**src/rtl/c_credit_tracker_pkg.sv**
```systemverilog
// ----------------------------------------------------------------------------
// c_credit_tracker_pkg
//   Shared constants and helpers for the credit tracker slice.
//   - RESET_TYPE_* : register reset styles; the tracker only supports async.
//   - clogb()      : ceil(log2(value)), used to size counters at elaboration.
// ----------------------------------------------------------------------------
package c_credit_tracker_pkg;

  localparam int RESET_TYPE_ASYNC = 0;
  localparam int RESET_TYPE_SYNC  = 1;

  // Number of bits needed to hold (value - 1); clogb(depth + 1) therefore
  // gives enough bits to represent 0..depth inclusive.
  function automatic int clogb(input int value);
    int result;
    int remaining;
    result    = 0;
    remaining = value - 1;
    while (remaining > 0) begin
      result    = result + 1;
      remaining = remaining >> 1;
    end
    return result;
  endfunction

endpackage

```
**src/rtl/c_shift_reg.sv**
```systemverilog
// ----------------------------------------------------------------------------
// c_shift_reg
//   Fixed-length delay line with an enable. Every stage resets to zero, so
//   anything in flight is discarded when reset is asserted.
// Ports:
//   clk       in  1      clock
//   reset     in  1      asynchronous reset, active-low
//   active    in  1      shift enable; all stages hold when 0
//   data_in   in  width  value entering stage 0
//   data_out  out width  value leaving the last stage (depth cycles later)
// ----------------------------------------------------------------------------
module c_shift_reg #(
  parameter int width = 1,
  parameter int depth = 1
) (
  input  logic             clk,
  input  logic             reset,
  input  logic             active,
  input  logic [width-1:0] data_in,
  output logic [width-1:0] data_out
);

  logic [width-1:0] stage_q [depth];
  logic [width-1:0] stage_d [depth];

  always_comb begin
    for (int i = 0; i < depth; i++) begin
      stage_d[i] = stage_q[i];
    end
    if (active) begin
      stage_d[0] = data_in;
      for (int i = 1; i < depth; i++) begin
        stage_d[i] = stage_q[i-1];
      end
    end
  end

  always_ff @(posedge clk or negedge reset) begin
    if (!reset) begin
      for (int i = 0; i < depth; i++) begin
        stage_q[i] <= '0;
      end
    end else begin
      for (int i = 0; i < depth; i++) begin
        stage_q[i] <= stage_d[i];
      end
    end
  end

  assign data_out = stage_q[depth-1];

endmodule

```
**src/rtl/c_credit_tracker.sv**
```systemverilog
// ----------------------------------------------------------------------------
// c_credit_tracker
//   Upstream-side credit counter for a remote FIFO. The count starts at depth
//   (all slots free), drops on each debit (element sent) and rises on each
//   returned credit (remote pop). Status flags are registered from the next
//   count so no comparator sits on the output path.
// Parameters:
//   depth          remote FIFO entries; initial and maximum credit (>= 1)
//   credit_delay   register stages on the credit input before the counter
//   enable_bypass  1: a debit while full is legal if a delayed credit lands
//                  in the same cycle
//   reset_type     must be RESET_TYPE_ASYNC
// Ports:
//   clk           in   1          clock
//   reset         in   1          asynchronous reset, active-low
//   active        in   1          clock-gate enable; state holds when 0
//   debit         in   1          element sent downstream
//   credit        in   1          downstream pop reported
//   credit_count  out  cnt_width  free downstream slots
//   almost_full   out  1          exactly one credit left
//   full          out  1          no credits left
//   empty         out  1          all credits returned (count == depth)
//   errors        out  [0:1]      [0] underflow, [1] overflow (non-sticky)
// ----------------------------------------------------------------------------
module c_credit_tracker
  import c_credit_tracker_pkg::*;
#(
  parameter  int depth         = 8,
  parameter  int credit_delay  = 0,
  parameter  int enable_bypass = 0,
  parameter  int reset_type    = RESET_TYPE_ASYNC,
  localparam int cnt_width     = clogb(depth + 1)
) (
  input  logic                 clk,
  input  logic                 reset,
  input  logic                 active,
  input  logic                 debit,
  input  logic                 credit,
  output logic [cnt_width-1:0] credit_count,
  output logic                 almost_full,
  output logic                 full,
  output logic                 empty,
  output logic [0:1]           errors
);

  localparam logic [cnt_width-1:0] max_count = cnt_width'(depth);
  localparam logic [cnt_width-1:0] one_count = cnt_width'(1);
  localparam logic                 bypass_en = (enable_bypass != 0);
  localparam logic                 af_reset  = (depth == 1);

  if (depth < 1) begin : g_bad_depth
    $error("c_credit_tracker: depth must be at least 1");
  end

  if (reset_type != RESET_TYPE_ASYNC) begin : g_bad_reset_type
    $error("c_credit_tracker: only asynchronous reset is supported");
  end

  logic credit_d;

  if (credit_delay > 0) begin : g_credit_pipe
    c_shift_reg #(
      .width (1),
      .depth (credit_delay)
    ) u_credit_pipe (
      .clk      (clk),
      .reset    (reset),
      .active   (active),
      .data_in  (credit),
      .data_out (credit_d)
    );
  end else begin : g_credit_direct
    assign credit_d = credit;
  end

  logic [cnt_width-1:0] count_q, count_d;
  logic                 full_q, full_d;
  logic                 almost_full_q, almost_full_d;
  logic                 empty_q, empty_d;
  logic [cnt_width-1:0] next_count;
  logic                 underflow;
  logic                 overflow;

  // Errors look at the current inputs even when active is low; an erroring
  // cycle leaves the count where it is so the counter can never wrap.
  always_comb begin
    underflow     = debit & full_q & ~(bypass_en & credit_d);
    overflow      = credit_d & empty_q & ~debit;
    next_count    = count_q;
    count_d       = count_q;
    full_d        = full_q;
    almost_full_d = almost_full_q;
    empty_d       = empty_q;

    if (!underflow && !overflow) begin
      if (credit_d && !debit) begin
        next_count = count_q + one_count;
      end else if (debit && !credit_d) begin
        next_count = count_q - one_count;
      end
    end

    if (active) begin
      count_d       = next_count;
      full_d        = (next_count == '0);
      almost_full_d = (next_count == one_count);
      empty_d       = (next_count == max_count);
    end
  end

  always_ff @(posedge clk or negedge reset) begin
    if (!reset) begin
      count_q       <= max_count;
      full_q        <= 1'b0;
      almost_full_q <= af_reset;
      empty_q       <= 1'b1;
    end else begin
      count_q       <= count_d;
      full_q        <= full_d;
      almost_full_q <= almost_full_d;
      empty_q       <= empty_d;
    end
  end

  assign credit_count = count_q;
  assign full         = full_q;
  assign almost_full  = almost_full_q;
  assign empty        = empty_q;
  assign errors[0]    = underflow;
  assign errors[1]    = overflow;

endmodule

```
**config.mk**
```make
export PLATFORM = sky130hd
export DESIGN_NAME = c_credit_tracker
export DESIGN_NICKNAME = d
export VERILOG_FILES = /design/src/rtl/c_credit_tracker_pkg.sv /design/src/rtl/c_shift_reg.sv /design/src/rtl/c_credit_tracker.sv
export SDC_FILE = /design/constraint.sdc
export NUM_CORES = 1
export LEC_CHECK = 0
export BUFFER_PORTS_ARGS = -buffer_cell sky130_fd_sc_hd__buf_4
export CAP_MARGIN = 20
export CORE_ASPECT_RATIO = 1.4
export CORE_MARGIN = 10
export CORE_UTILIZATION = 25
export CTS_CLUSTER_DIAMETER = 120
export DETAILED_ROUTE_END_ITERATION = 8
export SLEW_MARGIN = 10
export SYNTH_ARGS = -nofsm -noshare
export SYNTH_HDL_FRONTEND = slang
export SYNTH_SLANG_ARGS = --single-unit
```
**constraint.sdc**
```tcl
create_clock -name clk -period 3.2 [get_ports clk]
set_clock_uncertainty 0.15 [all_clocks]
set_input_delay 0.96 -clock clk [delete_from_list [all_inputs] [get_ports clk]]
set_output_delay 0.96 -clock clk [all_outputs]
set_load 0.01 [all_outputs]
```
==> impl_metrics.env <==
export IMPL_status="complete, no violations"
export IMPL_worstPathMaxFanout=7
export IMPL_avgSynthCellArea_sq_um=9.74
export IMPL_pre_cts_ws_ps=506
export IMPL_cts_buffer_depth=2
export IMPL_rows=19
export IMPL_p_leak_uw=0.000274
export IMPL_synth_top_flop_cell="dfrtp_1"
export IMPL_antenna_cells=0
export IMPL_overflow=0
export IMPL_drt_wl_total_um=1160
export IMPL_slew_viol_final=0
export IMPL_tritoncts="yes"
export IMPL_reg2reg_from="credit_count[0]"
export IMPL_start_util_pct=25.8
export IMPL_die_h_um=72.7
export IMPL_yosysWarnings=0
export IMPL_core_area_sq_um=1930
export IMPL_port_buffers=13
export IMPL_synth_area_leader_cell="dfrtp_1"
export IMPL_layout_drive_gt1_share_pct=40.9
export IMPL_worstPathRequired_ps=2090
export IMPL_rsz0062_at_grt="false"
export IMPL_final_min_clock_period_ps=2690
export IMPL_post_cts_setup_buffers=0
export IMPL_grtUsageMet3_pct=1.39
export IMPL_ios=14
export IMPL_arrival_ps=1580
export IMPL_synth_most_common_cell="inv_1"
export IMPL_powerDensity_nw_per_um2=781
export IMPL_clockRootBuffer="clkbuf_4"
export IMPL_postRouteAntennaNets=0
export IMPL_synth_edf_count=0
export IMPL_drc_errors=0
export IMPL_worst_r2r_path_depth=6
export IMPL_syn_inst=51
export IMPL_met1_usage_pct=6.74
export IMPL_grt_busiest_layer="met2"
export IMPL_grt_pass1_wl_um=2070
export IMPL_drt_iter0_markers=4
export IMPL_r2r_slack_ps=1160
export IMPL_path_clk_slew_ps=50
export IMPL_hold_slack_ps=360
export IMPL_cp_start_kind="input pin"
export IMPL_cts_resized=0
export IMPL_tns_ps=0
export IMPL_area_growth_pct=27.2
export IMPL_yosysUniqueCellTypes=26
export IMPL_slew_headroom_pct=78.0
export IMPL_finalSetupViolCount=0
export IMPL_cp_endpoint="errors[1]"
export IMPL_first_pass_iters=3
export IMPL_ys_top_cells_by_count="inv_1 (7), dfrtp_1 (5), xnor2_1 (4), nand2b_1 (3), nor2_1 (3)"
export IMPL_grt_start_max_net_pins=10
export IMPL_min_path_type="in -> async"
export IMPL_met2_usage_pct=9.93
export IMPL_worstSkewPairLatency_ps=250
export IMPL_grt_pass1_vias=496
export IMPL_fmax_ghz=0.372
export IMPL_r2r_end="almost_full"
export IMPL_nets=74
export IMPL_antenna_found_initial=0
export IMPL_cts_htree_levels=1
export IMPL_via_per_inst=4.71
export IMPL_critical_path_class="in -> out"
export IMPL_cp_startpoint="credit"
export IMPL_yosysTopAreaCellShare_pct=25.2
export IMPL_cts_buffers=3
export IMPL_hold_viol=0
export IMPL_place_gp_congestion=0.762
export IMPL_maxCapViolCount=0
export IMPL_routed_via_count=410
export IMPL_finalCritPeriodShare_pct=84.0
export IMPL_avgRoutedWirePerCell_um=13.4
export IMPL_dp_cells=83
export IMPL_hpwl_um=940
export IMPL_hold_buffers=0
export IMPL_stdcell_count=87
export IMPL_synthTopCellsByArea="dfrtp_1 (25%), dfstp_2 (11%), xnor2_1 (7.1%)"
export IMPL_ys_ff_latch=7
export IMPL_gr_usage_all_layers_pct=5.95
export IMPL_cts_sinks=7
export IMPL_fp_dieW_um=57.7
export IMPL_endpoint_kind="output port"
export IMPL_design_die_area_sq_um=4190
export IMPL_worst_pin_slew_ps=328
export IMPL_async_flop_share_pct=100
export IMPL_synth_area_sq_um=497
export IMPL_syn_nets=58
export IMPL_ys_seq_area_share_pct=35.8
export IMPL_peakVddDrop_mv=0.412
export IMPL_finalWorstSetupSlack_ps=511
-- critical path: stages --
cell and delay [ps]:
buf_4 130, nor2b_2 170, and2_2 180, buf_4 140
-- through the flow --
step	util, %	cell area (sq um)	total power (uW)
finish	32.8	632	494
global route	32.8	632	542
CTS	32.8	632	503
detailed placement	31.4	606	418
global placement	31.4	606	414
floorplan	-	497	320
-- where the power goes --
part	total, uW	switching, uW	internal, uW	leakage [uW]
combinational	233	113	120	0.000177
clock	80.0	32.4	47.6	0.0000150
sequential	181	52.8	128	0.0000829
total	494	198	295	0.000274
-- cells by family after synthesis --
| group | after synthesis | share of synthesized area (%) |
|---|---|---|
| simple gates | 15 | 20.2 |
| compound gates | 12 | 20.2 |
| buf+inv | 9 | 8.31 |
| flops | 7 | 35.8 |
| xor+xnor | 6 | 10.6 |
| fa+ha+maj | 2 | 5.04 |
-- cells in the final DEF, fill, tap and decap left out --
master and n:
nor2b_2 1, buf_4 13, inv_1 7, clkbuf_4 3, or4_4 1, a311oi_1 1, ha_1 2, o311a_2 1
and2_2 2, a31oi_1 1, xnor2_1 4, nor4bb_1 1, a21oi_1 2, nand2b_1 3, a21oi_2 2, o32ai_2 1
o32ai_1 2, xor2_1 2, clkbuf_1 1, nor2_1 3, and3_2 1, o21ai_0 1, nor3b_1 1, nand4_1 1
dfrtp_1 5, nand2_1 1, a21boi_0 1, dfstp_2 2
-- per-layer routing --
layer / share of wire [%] / vias to the layer above
met1: 46 / 189
met2: 48 / 12
met4: 1.5 / 0
met5: 0 / -
met3: 4.7 / 2
li1: - / 207
-- layout make-up --
class | instances | area, sq um
Sequential cell | 7 | 178
Tap cell | 21 | 26.3
Clock buffer | 4 | 26.3
Inverter | 7 | 26.3
Timing Repair Buffer | 13 | 97.6
Multi-Input combinational cell | 35 | 278
Fill cell | 205 | 1290
-- how the worst min path moves through the flow --
stage / startpoint / end / slack [ps] / depth (start not counted)
after global placement: credit_count[3] / credit_count[3] / 370 / 2
after detailed placement: credit_count[3] / credit_count[3] / 370 / 2
final: reset / credit_count[2] / 360 / 1
after CTS: reset / credit_count[2] / 360 / 1
after global routing: reset / credit_count[2] / 360 / 1
after floorplan: credit_count[3] / credit_count[3] / 380 / 2
-- state kept, by name, summed over array words and instances, names as in the netlist --
signal,cells
credit_count,4
almost_full,1
empty,1
full,1
Note: power is estimated with default switching activity, not from simulation.
